===== config.mk =====
export PLATFORM = sky130hd
export DESIGN_NAME = hand_hit_arbiter_flat
export DESIGN_NICKNAME = d
export VERILOG_FILES = /design/src/rtl/hand_hit_arbiter_if.sv /design/src/rtl/hand_hit_arbiter.sv /design/src/flat_wrapper.sv
export SDC_FILE = /design/constraint.sdc
export NUM_CORES = 1
export LEC_CHECK = 0
export BUFFER_PORTS_ARGS = -buffer_cell sky130_fd_sc_hd__buf_2
export CAP_MARGIN = 15
export CORE_ASPECT_RATIO = 1.5
export CORE_MARGIN = 1.5
export CORE_UTILIZATION = 30
export DETAILED_ROUTE_END_ITERATION = 8
export MAX_ROUTING_LAYER = met4
export PLACE_DENSITY = 0.6
export SLEW_MARGIN = 15
export SYNTH_ARGS = -nofsm -noshare
export SYNTH_HDL_FRONTEND = slang
export SYNTH_SLANG_ARGS = --single-unit

===== constraint.sdc =====
create_clock -name clk -period 3.99 [get_ports clk]
set_clock_uncertainty 0.1 [all_clocks]
set_input_delay 0.399 -clock clk [delete_from_list [all_inputs] [get_ports clk]]
set_output_delay 0.399 -clock clk [all_outputs]
set_load 0.05 [all_outputs]

===== src/rtl/hand_hit_arbiter_if.sv =====
// hand_hit_arbiter_if: hand request ports, selector link and output FIFO port of the arbiter
interface hand_hit_arbiter_if;
    logic               r_req;
    logic [2:0]         r_zone;
    logic signed [31:0] r_pitch;
    logic signed [15:0] r_gyro_z;
    logic               r_ack;
    logic               l_req;
    logic [2:0]         l_zone;
    logic signed [31:0] l_pitch;
    logic signed [15:0] l_gyro_z;
    logic               l_ack;
    logic               sel_valid_in;
    logic [2:0]         sel_zone_id;
    logic [31:0]        sel_pitch;
    logic [15:0]        sel_gyro_z;
    logic               sel_is_left;
    logic               sel_valid_out;
    logic [3:0]         sel_drum_code;
    logic               out_valid;
    logic               out_ready;
    logic [3:0]         out_code;
    logic               out_left;
    logic [7:0]         drop_count;
    logic               timeout_err;
    modport slave (
        input  r_req, r_zone, r_pitch, r_gyro_z, l_req, l_zone, l_pitch, l_gyro_z,
        input  sel_valid_out, sel_drum_code, out_ready,
        output r_ack, l_ack, sel_valid_in, sel_zone_id, sel_pitch, sel_gyro_z, sel_is_left,
        output out_valid, out_code, out_left, drop_count, timeout_err
    );
    modport master (
        output r_req, r_zone, r_pitch, r_gyro_z, l_req, l_zone, l_pitch, l_gyro_z,
        output sel_valid_out, sel_drum_code, out_ready,
        input  r_ack, l_ack, sel_valid_in, sel_zone_id, sel_pitch, sel_gyro_z, sel_is_left,
        input  out_valid, out_code, out_left, drop_count, timeout_err
    );
endinterface


===== src/rtl/hand_hit_arbiter.sv =====
// hand_hit_arbiter: round-robin two-hand arbiter with retrigger lockout feeding one drum_selector and a result FIFO
module hand_hit_arbiter #(
    parameter int          DEPTH          = 4,
    parameter logic [15:0] LOCKOUT_CYCLES = 16'd50000,
    parameter int          TIMEOUT_CYCLES = 4
) (
    input logic             clk,
    input logic             rst_n,
    hand_hit_arbiter_if.slave bus
);
    localparam int AW = $clog2(DEPTH);
    localparam int TW = $clog2(TIMEOUT_CYCLES + 1);
    localparam logic [AW:0] FULL = (AW + 1)'(DEPTH);
    typedef enum logic [1:0] {IDLE, ISSUE, WAIT} state_t;
    state_t        state, state_nx;
    logic [TW-1:0] tcnt, tcnt_nx;
    logic [15:0]   lock_r, lock_l;
    logic          last_left, ack_r_q, ack_l_q;
    logic [4:0]    mem [DEPTH];
    logic [AW-1:0] wr_ptr, rd_ptr;
    logic [AW:0]   count;
    logic          el_r, el_l, d_r, d_l, can_grant, g_r, g_l, push, pop, err_set;
    logic [8:0]    drop_sum;
    // the previous-cycle ack guard keeps a slow-to-deassert requester from being acked twice
    assign el_r      = bus.r_req && lock_r == 16'd0 && !ack_r_q;
    assign el_l      = bus.l_req && lock_l == 16'd0 && !ack_l_q;
    assign d_r       = bus.r_req && lock_r != 16'd0 && !ack_r_q;
    assign d_l       = bus.l_req && lock_l != 16'd0 && !ack_l_q;
    assign can_grant = state == IDLE && count < FULL;
    assign g_r       = can_grant && el_r && (!el_l || last_left);
    assign g_l       = can_grant && el_l && (!el_r || !last_left);
    assign bus.r_ack = g_r || d_r;
    assign bus.l_ack = g_l || d_l;
    assign bus.sel_valid_in = state == ISSUE;
    assign push      = state == WAIT && bus.sel_valid_out;
    assign pop       = bus.out_valid && bus.out_ready;
    assign bus.out_valid = count != '0;
    assign bus.out_code  = bus.out_valid ? mem[rd_ptr][3:0] : 4'd0;
    assign bus.out_left  = bus.out_valid && mem[rd_ptr][4];
    assign drop_sum  = {1'b0, bus.drop_count} + {8'd0, d_r} + {8'd0, d_l};
    always_comb begin
        state_nx = state;
        tcnt_nx  = tcnt;
        err_set  = 1'b0;
        unique case (state)
            IDLE:  state_nx = (g_r || g_l) ? ISSUE : IDLE;
            ISSUE: begin
                state_nx = WAIT;
                tcnt_nx  = '0;
            end
            WAIT: begin
                if (bus.sel_valid_out) begin
                    state_nx = IDLE;
                end else if (tcnt == TW'(TIMEOUT_CYCLES - 1)) begin
                    state_nx = IDLE;
                    err_set  = 1'b1;
                end else begin
                    tcnt_nx = tcnt + TW'(1);
                end
            end
            default: state_nx = IDLE;
        endcase
    end
    always_ff @(posedge clk or negedge rst_n) begin
        if (!rst_n) begin
            state <= IDLE;
            tcnt  <= '0;
        end else begin
            state <= state_nx;
            tcnt  <= tcnt_nx;
        end
    end
    always_ff @(posedge clk or negedge rst_n) begin
        if (!rst_n) begin
            lock_r          <= 16'd0;
            lock_l          <= 16'd0;
            last_left       <= 1'b1;
            ack_r_q         <= 1'b0;
            ack_l_q         <= 1'b0;
            bus.sel_zone_id <= 3'd0;
            bus.sel_pitch   <= 32'd0;
            bus.sel_gyro_z  <= 16'd0;
            bus.sel_is_left <= 1'b0;
            bus.drop_count  <= 8'd0;
            bus.timeout_err <= 1'b0;
            wr_ptr          <= '0;
            rd_ptr          <= '0;
            count           <= '0;
        end else begin
            lock_r    <= g_r ? LOCKOUT_CYCLES : (lock_r != 16'd0 ? lock_r - 16'd1 : lock_r);
            lock_l    <= g_l ? LOCKOUT_CYCLES : (lock_l != 16'd0 ? lock_l - 16'd1 : lock_l);
            last_left <= g_l ? 1'b1 : (g_r ? 1'b0 : last_left);
            ack_r_q   <= bus.r_ack;
            ack_l_q   <= bus.l_ack;
            if (g_r || g_l) begin
                bus.sel_zone_id <= g_l ? bus.l_zone : bus.r_zone;
                bus.sel_pitch   <= g_l ? bus.l_pitch : bus.r_pitch;
                bus.sel_gyro_z  <= g_l ? bus.l_gyro_z : bus.r_gyro_z;
                bus.sel_is_left <= g_l;
            end
            bus.drop_count  <= drop_sum[8] ? 8'hFF : drop_sum[7:0];
            bus.timeout_err <= bus.timeout_err || err_set;
            wr_ptr <= push ? wr_ptr + AW'(1) : wr_ptr;
            rd_ptr <= pop ? rd_ptr + AW'(1) : rd_ptr;
            count  <= (push && !pop) ? count + (AW + 1)'(1) : ((pop && !push) ? count - (AW + 1)'(1) : count);
        end
    end
    always_ff @(posedge clk) begin
        if (push) mem[wr_ptr] <= {bus.sel_is_left, bus.sel_drum_code};
    end
endmodule


===== src/flat_wrapper.sv =====
// flat-port wrapper written by rule: the top's interface ports become plain ports
module hand_hit_arbiter_flat 
#(
    parameter int          DEPTH          = 4,
    parameter logic [15:0] LOCKOUT_CYCLES = 16'd50000,
    parameter int          TIMEOUT_CYCLES = 4
)
  (clk, rst_n, bus_r_req, bus_r_zone, bus_r_pitch, bus_r_gyro_z, bus_l_req, bus_l_zone, bus_l_pitch, bus_l_gyro_z, bus_sel_valid_out, bus_sel_drum_code, bus_out_ready, bus_r_ack, bus_l_ack, bus_sel_valid_in, bus_sel_zone_id, bus_sel_pitch, bus_sel_gyro_z, bus_sel_is_left, bus_out_valid, bus_out_code, bus_out_left, bus_drop_count, bus_timeout_err);
  hand_hit_arbiter_if bus_i ();
  input logic clk;
  input logic rst_n;
  input wire logic [$bits(bus_i.r_req)-1:0] bus_r_req;
  input wire logic [$bits(bus_i.r_zone)-1:0] bus_r_zone;
  input wire logic [$bits(bus_i.r_pitch)-1:0] bus_r_pitch;
  input wire logic [$bits(bus_i.r_gyro_z)-1:0] bus_r_gyro_z;
  input wire logic [$bits(bus_i.l_req)-1:0] bus_l_req;
  input wire logic [$bits(bus_i.l_zone)-1:0] bus_l_zone;
  input wire logic [$bits(bus_i.l_pitch)-1:0] bus_l_pitch;
  input wire logic [$bits(bus_i.l_gyro_z)-1:0] bus_l_gyro_z;
  input wire logic [$bits(bus_i.sel_valid_out)-1:0] bus_sel_valid_out;
  input wire logic [$bits(bus_i.sel_drum_code)-1:0] bus_sel_drum_code;
  input wire logic [$bits(bus_i.out_ready)-1:0] bus_out_ready;
  output wire logic [$bits(bus_i.r_ack)-1:0] bus_r_ack;
  output wire logic [$bits(bus_i.l_ack)-1:0] bus_l_ack;
  output wire logic [$bits(bus_i.sel_valid_in)-1:0] bus_sel_valid_in;
  output wire logic [$bits(bus_i.sel_zone_id)-1:0] bus_sel_zone_id;
  output wire logic [$bits(bus_i.sel_pitch)-1:0] bus_sel_pitch;
  output wire logic [$bits(bus_i.sel_gyro_z)-1:0] bus_sel_gyro_z;
  output wire logic [$bits(bus_i.sel_is_left)-1:0] bus_sel_is_left;
  output wire logic [$bits(bus_i.out_valid)-1:0] bus_out_valid;
  output wire logic [$bits(bus_i.out_code)-1:0] bus_out_code;
  output wire logic [$bits(bus_i.out_left)-1:0] bus_out_left;
  output wire logic [$bits(bus_i.drop_count)-1:0] bus_drop_count;
  output wire logic [$bits(bus_i.timeout_err)-1:0] bus_timeout_err;
  assign bus_i.r_req = bus_r_req;
  assign bus_i.r_zone = bus_r_zone;
  assign bus_i.r_pitch = bus_r_pitch;
  assign bus_i.r_gyro_z = bus_r_gyro_z;
  assign bus_i.l_req = bus_l_req;
  assign bus_i.l_zone = bus_l_zone;
  assign bus_i.l_pitch = bus_l_pitch;
  assign bus_i.l_gyro_z = bus_l_gyro_z;
  assign bus_i.sel_valid_out = bus_sel_valid_out;
  assign bus_i.sel_drum_code = bus_sel_drum_code;
  assign bus_i.out_ready = bus_out_ready;
  assign bus_r_ack = bus_i.r_ack;
  assign bus_l_ack = bus_i.l_ack;
  assign bus_sel_valid_in = bus_i.sel_valid_in;
  assign bus_sel_zone_id = bus_i.sel_zone_id;
  assign bus_sel_pitch = bus_i.sel_pitch;
  assign bus_sel_gyro_z = bus_i.sel_gyro_z;
  assign bus_sel_is_left = bus_i.sel_is_left;
  assign bus_out_valid = bus_i.out_valid;
  assign bus_out_code = bus_i.out_code;
  assign bus_out_left = bus_i.out_left;
  assign bus_drop_count = bus_i.drop_count;
  assign bus_timeout_err = bus_i.timeout_err;
  hand_hit_arbiter #(.DEPTH(DEPTH), .LOCKOUT_CYCLES(LOCKOUT_CYCLES), .TIMEOUT_CYCLES(TIMEOUT_CYCLES)) u_core (.clk(clk), .rst_n(rst_n), .bus(bus_i));
endmodule

## Word-level counts from Yosys, hierarchy flattened

Memories as Yosys holds them, arrays and structs flattened.
Cells that the tools add are included.

| storage, ports and cells | value |
|---|---|
| memories | 1 |
| bits in registers | 108 |
| bits in writable memories | 20 |

| operators by class | value |
|---|---|
| equal/unequal tests | 6 |
| order comparisons | 1 |
| multiplexer cells | 25 |
| add/subtract/negate cells | 9 |
| reduce and logical (&&, ||, !) cells | 43 |

Memory list:

| name | depth | width | rd ports | clocked after memory_dff | write ports | RTL line | text |
|---|---|---|---|---|---|---|---|
| u_core.mem | 4 | 5 | 1 | 0 | 1 | hand_hit_arbiter.sv:19 | `logic [4:0] mem [DEPTH];` |

Operators with widths:

| cell | number |
|---|---|
| 2-to-1 mux 16 bit | 5 |
| zero test 16 bit | 2 |
| 2-to-1 mux 32 bit | 1 |
| nonzero test 16 bit | 2 |
| subtractor 16 x 1 -> 16 bit (second input constant) | 2 |
| logical AND 1 bit | 18 |
| 2-to-1 mux 3 bit | 5 |
| nonzero test 2 bit | 5 |
| adder 8 x 1 -> 9 bit | 1 |
| adder 9 x 1 -> 9 bit | 1 |
| 2-to-1 mux 1 bit | 8 |
| 2-to-1 mux 8 bit | 1 |
| zero test 1 bit | 7 |
| adder 3 x 1 -> 3 bit (second input constant) | 2 |
| logical OR 1 bit | 6 |
| case mux 2 bit (3 select lines) | 1 |
| case mux 3 bit (2 select lines) | 1 |
| adder 2 x 1 -> 2 bit (second input constant) | 2 |
| 2-to-1 mux 2 bit | 2 |
| 2-to-1 mux 4 bit | 1 |
| != test 2 bit (second input constant) | 2 |
| equality test 3 x 2 -> 1 bit (second input constant) | 1 |
| < comparator 3 bit (second input constant) | 1 |
| != test 3 bit (second input constant) | 1 |
| other kinds (6) | 6 |

## Logic depth before layout (Yosys ltp)

| logic depth | value |
|---|---|
| word-level depth | 9 |
| mapped depth | 14 |
| gate-level depth less buffers | 11 |

## Worst setup path before layout

OpenSTA, ideal clock, no wires.

| timing | value |
|---|---|
| path type | register to register |
| from | reg u_core.lock_r[0] |
| to | reg u_core.bus.drop_count[7] |
| slack | 0.729 ns |
| required time | 3.765 ns |
| stages on the path, launching flop included | 14 |
| clock period less this slack | 3.261 ns |
| library setup time | 0.125 ns |
| arrival time | 3.036 ns |
| path buffers | 3 |
| cells stage by stage | dfrtp_1 -> inv_1 -> ha_1 -> or4b_1 -> nor4_4 -> buf_4 -> buf_4 -> buf_2 -> nor2_1 -> fa_1 -> ha_1 -> nand2_1 -> nand2_1 -> mux2_2 |

| between the ends | value |
|---|---|
| cells in the longest elaborated chain, start to end | 6 |

RTL lines:

| element | RTL line | text |
|---|---|---|
| start: declaration | hand_hit_arbiter.sv:17 | `logic [15:0] lock_r, lock_l;` |
| start signal: assignment | hand_hit_arbiter.sv:90 | `lock_r <= g_r ? LOCKOUT_CYCLES : (lock_r != 16'd0 ? lock_r - 16'd1 : lock_r);` |
| nonzero test 16 bit | hand_hit_arbiter.sv:27 | `assign d_r = bus.r_req && lock_r != 16'd0 && !ack_r_q;` |
| logical AND 1 bit (2 in series) | hand_hit_arbiter.sv:27 |  |
| adder 8 x 1 -> 9 bit | hand_hit_arbiter.sv:40 | `assign drop_sum = {1'b0, bus.drop_count} + {8'd0, d_r} + {8'd0, d_l};` |
| adder 9 x 1 -> 9 bit | hand_hit_arbiter.sv:40 |  |
| 2-to-1 mux 8 bit | hand_hit_arbiter.sv:101 | `bus.drop_count <= drop_sum[8] ? 8'hFF : drop_sum[7:0];` |
| end signal: assignment | hand_hit_arbiter.sv:101 |  |
| end: declaration | hand_hit_arbiter_if.sv:30 | `output out_valid, out_code, out_left, drop_count, timeout_err` |

Every way passes these cells.
A chain may end at the register's enable or synchronous reset.

## Worst setup path in the final report

| timing | value |
|---|---|
| from | reg u_core.lock_r[0] |
| to | out bus_l_ack |

| between the ends | value |
|---|---|
| cells in the longest elaborated chain, start to end | 7 |

RTL lines:

| element | RTL line | text |
|---|---|---|
| zero test 16 bit | hand_hit_arbiter.sv:25 | `assign el_r = bus.r_req && lock_r == 16'd0 && !ack_r_q;` |
| logical AND 1 bit (2 in series) | hand_hit_arbiter.sv:25 |  |
| zero test 1 bit | hand_hit_arbiter.sv:31 | `assign g_l = can_grant && el_l && (!el_r \|\| !last_left);` |
| logical OR 1 bit | hand_hit_arbiter.sv:31 |  |
| logical AND 1 bit | hand_hit_arbiter.sv:31 |  |
| logical OR 1 bit | hand_hit_arbiter.sv:33 | `assign bus.l_ack = g_l \|\| d_l;` |
| end: declaration | flat_wrapper.sv:24 | `output wire logic [$bits(bus_i.l_ack)-1:0] bus_l_ack;` |

Every way passes these cells.

==> results.md <==
| Result | Value |
| --- | --- |
| Syn nets | 635 |
| DR vias/cell | 5.39 |
| Highest clock frequency the design can meet | 305 MHz |
| Flip-flop and latch count after synthesis | 128 |
| DP Worst Slack | 819 ps |
| Worst R2R Path Depth | 11 |
| Largest area contributor in the netlist | sky130_fd_sc_hd__dfrtp_1 |
| Type of the setup path with the least slack | reg2out |
| Maximum number of pins on one net before global-route repair | 81 |
| Critical path startpoint category | flop |
| Count of nets after finishing | 804 |
| List of most frequent post-synthesis cells | 107 x sky130_fd_sc_hd__dfrtp_1, 51 x sky130_fd_sc_hd__a221o_1, 51 x sky130_fd_sc_hd__o221a_2, 26 x sky130_fd_sc_hd__nand2_1, 22 x sky130_fd_sc_hd__nand3_1 |
| Filler-free cell count of the finished design | 955 |
| Clock tree root driver cell | sky130_fd_sc_hd__clkbuf_16 |
| Clock buffers created by TritonCTS | 17 |
| Number of failing hold endpoints at the final stage | 0 |
| Die Footprint | 21800 um^2 |
| Most frequent cell after synthesis | sky130_fd_sc_hd__dfrtp_1 |
| Initial antenna violation count | 1 |
| Floorplan row count | 64 |
| Area inside the core boundary | 20400 um^2 |
| Number of instances in the synthesized netlist | 509 |
| Least-Margin Pin Slew | 1010 ps |
| Number of levels in the clock H-tree | 4 |
| Synth top area share | 0.428 |
| Critical Path Sink | bus_l_ack |
| CTS tree | built |
| Slew Viols, Final | 0 |
| Endpoint required time on the critical path | 3490 ps |
| Post-CTS clock slew at the launch and capture registers of the worst setup and hold paths | 50 ps |
| Post-detailed-route wirelength per cell | 17.8 um |
| Number of endpoints failing setup at the final stage | 0 |
| Post-synth cell types | 58 |
| PnR worst setup slack | 717 ps |
| Layout cell share with drive strength beyond 1 | 0.426 |
| Average size of a mapped cell | 12.3 um^2 |
| Number of enable-type register cells in the synthesized netlist | 20 |
| Area post-placement | 7380 um^2 |
| Horizontal extent of the die | 121 um |
| Setup repair after global routing missed its margin | false |
| Power per cell area | 494 nW/um^2 |
| Total global routing overflow | 0 |
| Die Height | 180 um |
| Worst R2R End | u_core.bus.drop_count[2] |
| Post-synth top flop | sky130_fd_sc_hd__dfrtp_1 |
| Critical path endpoint category | output port |
| Reg2Reg Launch Point | u_core.lock_r[0] |
| Reg-to-reg slack, setup | 840 ps |
| Sequential area share after synthesis | 0.528 |
| Worst-path fanout max | 8 |
| Global Route Usage Sum | 0.163 |
| FFs w/ async S/R, synth | 0.844 |
| Synth-to-Final Area Change | 27.1% |
| Worst voltage drop across the vdd grid | 0.000314 V |
| Synthesized cell area | 6260 um^2 |
| Sum of negative setup slack | 0 ps |
| Total length of routed wires | 17000 um |
| Starting utilization of the core area | 0.307 |
| Initial DRT Pass Iterations | 4 |
| Violation count after the first detailed-route iteration | 379 |
| Final RePlAce weighted congestion | 0.769 |
| Area of all placed cells without fillers | 7960 um^2 |
| Number of global-route vias before repair | 5225 |
| Number of clock sinks | 128 |
| Worst hold path type | in2reg |
| Dpl cells | 921 |
| Global-route wire length before repair | 27100 um |
| Outcome | finished, final reports clean |
| Total of cells resized after clock tree synthesis | 0 |
| DP HPWL | 11400 um |
| Startpoint of the most critical setup path | u_core.lock_r[0] |
| Clock Tree Buf Depth | 2 |
| Arrival time of the worst setup path | 2770 ps |
| Antenna violation net count after detailed routing | 0 |
| # port buffers | 181 |
| Static Leakage | 3.73 nW |
| Ranking of synthesized cells by area | sky130_fd_sc_hd__dfrtp_1 43%, sky130_fd_sc_hd__edfxtp_1 9.6%, sky130_fd_sc_hd__o221a_2 9.2% |
| Final critical-path share of the clock period | 0.820 |
| Via count | 5147 |
| Min cycle time layout | 3270 ps |
| Count of unresolved DRC violations after routing | 0 |
| Total I/O pin count | 182 |
| Synth Warn # | 0 |
| Later-pin clock latency in the skew report | 410 ps |
| Slew HR | 0.313 |
| Maxcap violations | 0 |
==> worst min-delay path by stage <==
| stage | start | endpoint | slack, ps | depth (start not counted) |
|---|---|---|---|---|
| after global placement | u_core.bus.timeout_err | u_core.bus.timeout_err | 350 | 1 |
| after CTS | bus_sel_drum_code[2] | u_core.mem[0][2] | 90 | 1 |
| final | bus_sel_drum_code[1] | u_core.mem[1][1] | 120 | 1 |
| after floorplan | rst_n | u_core.ack_l_q | 3 | 0 |
| after detailed placement | u_core.bus.timeout_err | u_core.bus.timeout_err | 360 | 1 |
| after global routing | bus_sel_drum_code[0] | u_core.mem[2][0] | 100 | 1 |
==> logic make-up after synthesis <==
family | count (synthesis) | synth area share
and+or+nand+nor | 147 | 0.134
AOI/OAI and AO/OA | 137 | 0.211
DFF | 128 | 0.528
buffers and inverters | 51 | 0.0398
xor gates and xnor gates | 23 | 0.0322
adders and majority gates | 14 | 0.0304
muxes | 9 | 0.0248
==> layer usage <==
layer	vias to the layer above	GRT usage	part of all wire
li1	2363	-	-
met1	2540	0.191	0.41
met2	218	0.265	0.49
met3	26	0.0425	0.071
met4	0	0.0668	0.024
met5	-	-	0
==> through the flow <==
stage | power, mW | hold slack, ps | utilization
floorplan | 2.26 | 3.41 | -
global placement | 2.55 | 353 | 0.361
detailed placement | 2.56 | 357 | 0.361
CTS | 3.98 | 91.0 | 0.388
global route | 4.14 | 100 | 0.390
finish | 3.93 | 116 | 0.390
==> layout by cell type, fill, tap and decap left out, types with 3 or more instances in the layout <==
cell type and count:
sky130_fd_sc_hd__inv_1 9, sky130_fd_sc_hd__xnor2_1 11, sky130_fd_sc_hd__inv_4 3, sky130_fd_sc_hd__nand2_1 26, sky130_fd_sc_hd__buf_2 180, sky130_fd_sc_hd__buf_4 10, sky130_fd_sc_hd__nand4_1 3, sky130_fd_sc_hd__dfrtp_1 107
sky130_fd_sc_hd__a221o_1 51, sky130_fd_sc_hd__clkinvlp_4 4, sky130_fd_sc_hd__nor3_1 11, sky130_fd_sc_hd__ha_1 12, sky130_fd_sc_hd__xor2_1 12, sky130_fd_sc_hd__or3_1 12, sky130_fd_sc_hd__nand3_1 22, sky130_fd_sc_hd__a21o_1 4
sky130_fd_sc_hd__nor4_1 8, sky130_fd_sc_hd__nor2_1 17, sky130_fd_sc_hd__or4_1 10, sky130_fd_sc_hd__nand2b_1 5, sky130_fd_sc_hd__mux4_2 5, sky130_fd_sc_hd__edfxtp_1 20, sky130_fd_sc_hd__clkbuf_16 17, sky130_fd_sc_hd__o21ai_0 15
sky130_fd_sc_hd__nor2b_1 5, sky130_fd_sc_hd__o221a_2 51, sky130_fd_sc_hd__and2_1 9
==> layout make-up <==
cell class / count / area [um^2]
fill: 2024 / 12500
sequential: 128 / 3300
multi-input combinational: 330 / 2740
timing repair buffer: 192 / 1010
clock buffer: 19 / 453
tap: 264 / 330
clock inverter: 12 / 85.1
inverter: 9 / 33.8
antenna: 1 / 2.50
==> sequential cells by signal (all words and copies together) (netlist names), 8 cells and up <==
signal	flops
u_core.bus.drop_count	8
u_core.bus.sel_gyro_z	16
u_core.bus.sel_pitch	32
u_core.lock_l	16
u_core.lock_r	16
u_core.mem	20
==> power by group <==
group	leakage (nW)	internal [mW]	switching, mW
clock network	0.258	0.824	0.582
registers	1.59	1.46	0.176
logic	1.88	0.319	0.577
==> worst max-delay path, stage by stage, from the launching register on <==
cell                      delay [ps]
sky130_fd_sc_hd__dfrtp_1         410
sky130_fd_sc_hd__inv_1           120
sky130_fd_sc_hd__ha_1            150
sky130_fd_sc_hd__or4b_1          500
sky130_fd_sc_hd__nor4_4          510
sky130_fd_sc_hd__a311o_2         260
sky130_fd_sc_hd__o21ai_0         140
sky130_fd_sc_hd__buf_2           270
==> what timing repair did <==
item | 4_1_cts | 5_1_grt
buffers inserted | 0 | 0
hold buffers | 0 | 1
endpoints found under the hold margin | 0 | 22
endpoints found under the setup margin | 0 | 0
(Power assumes the default switching activity.)
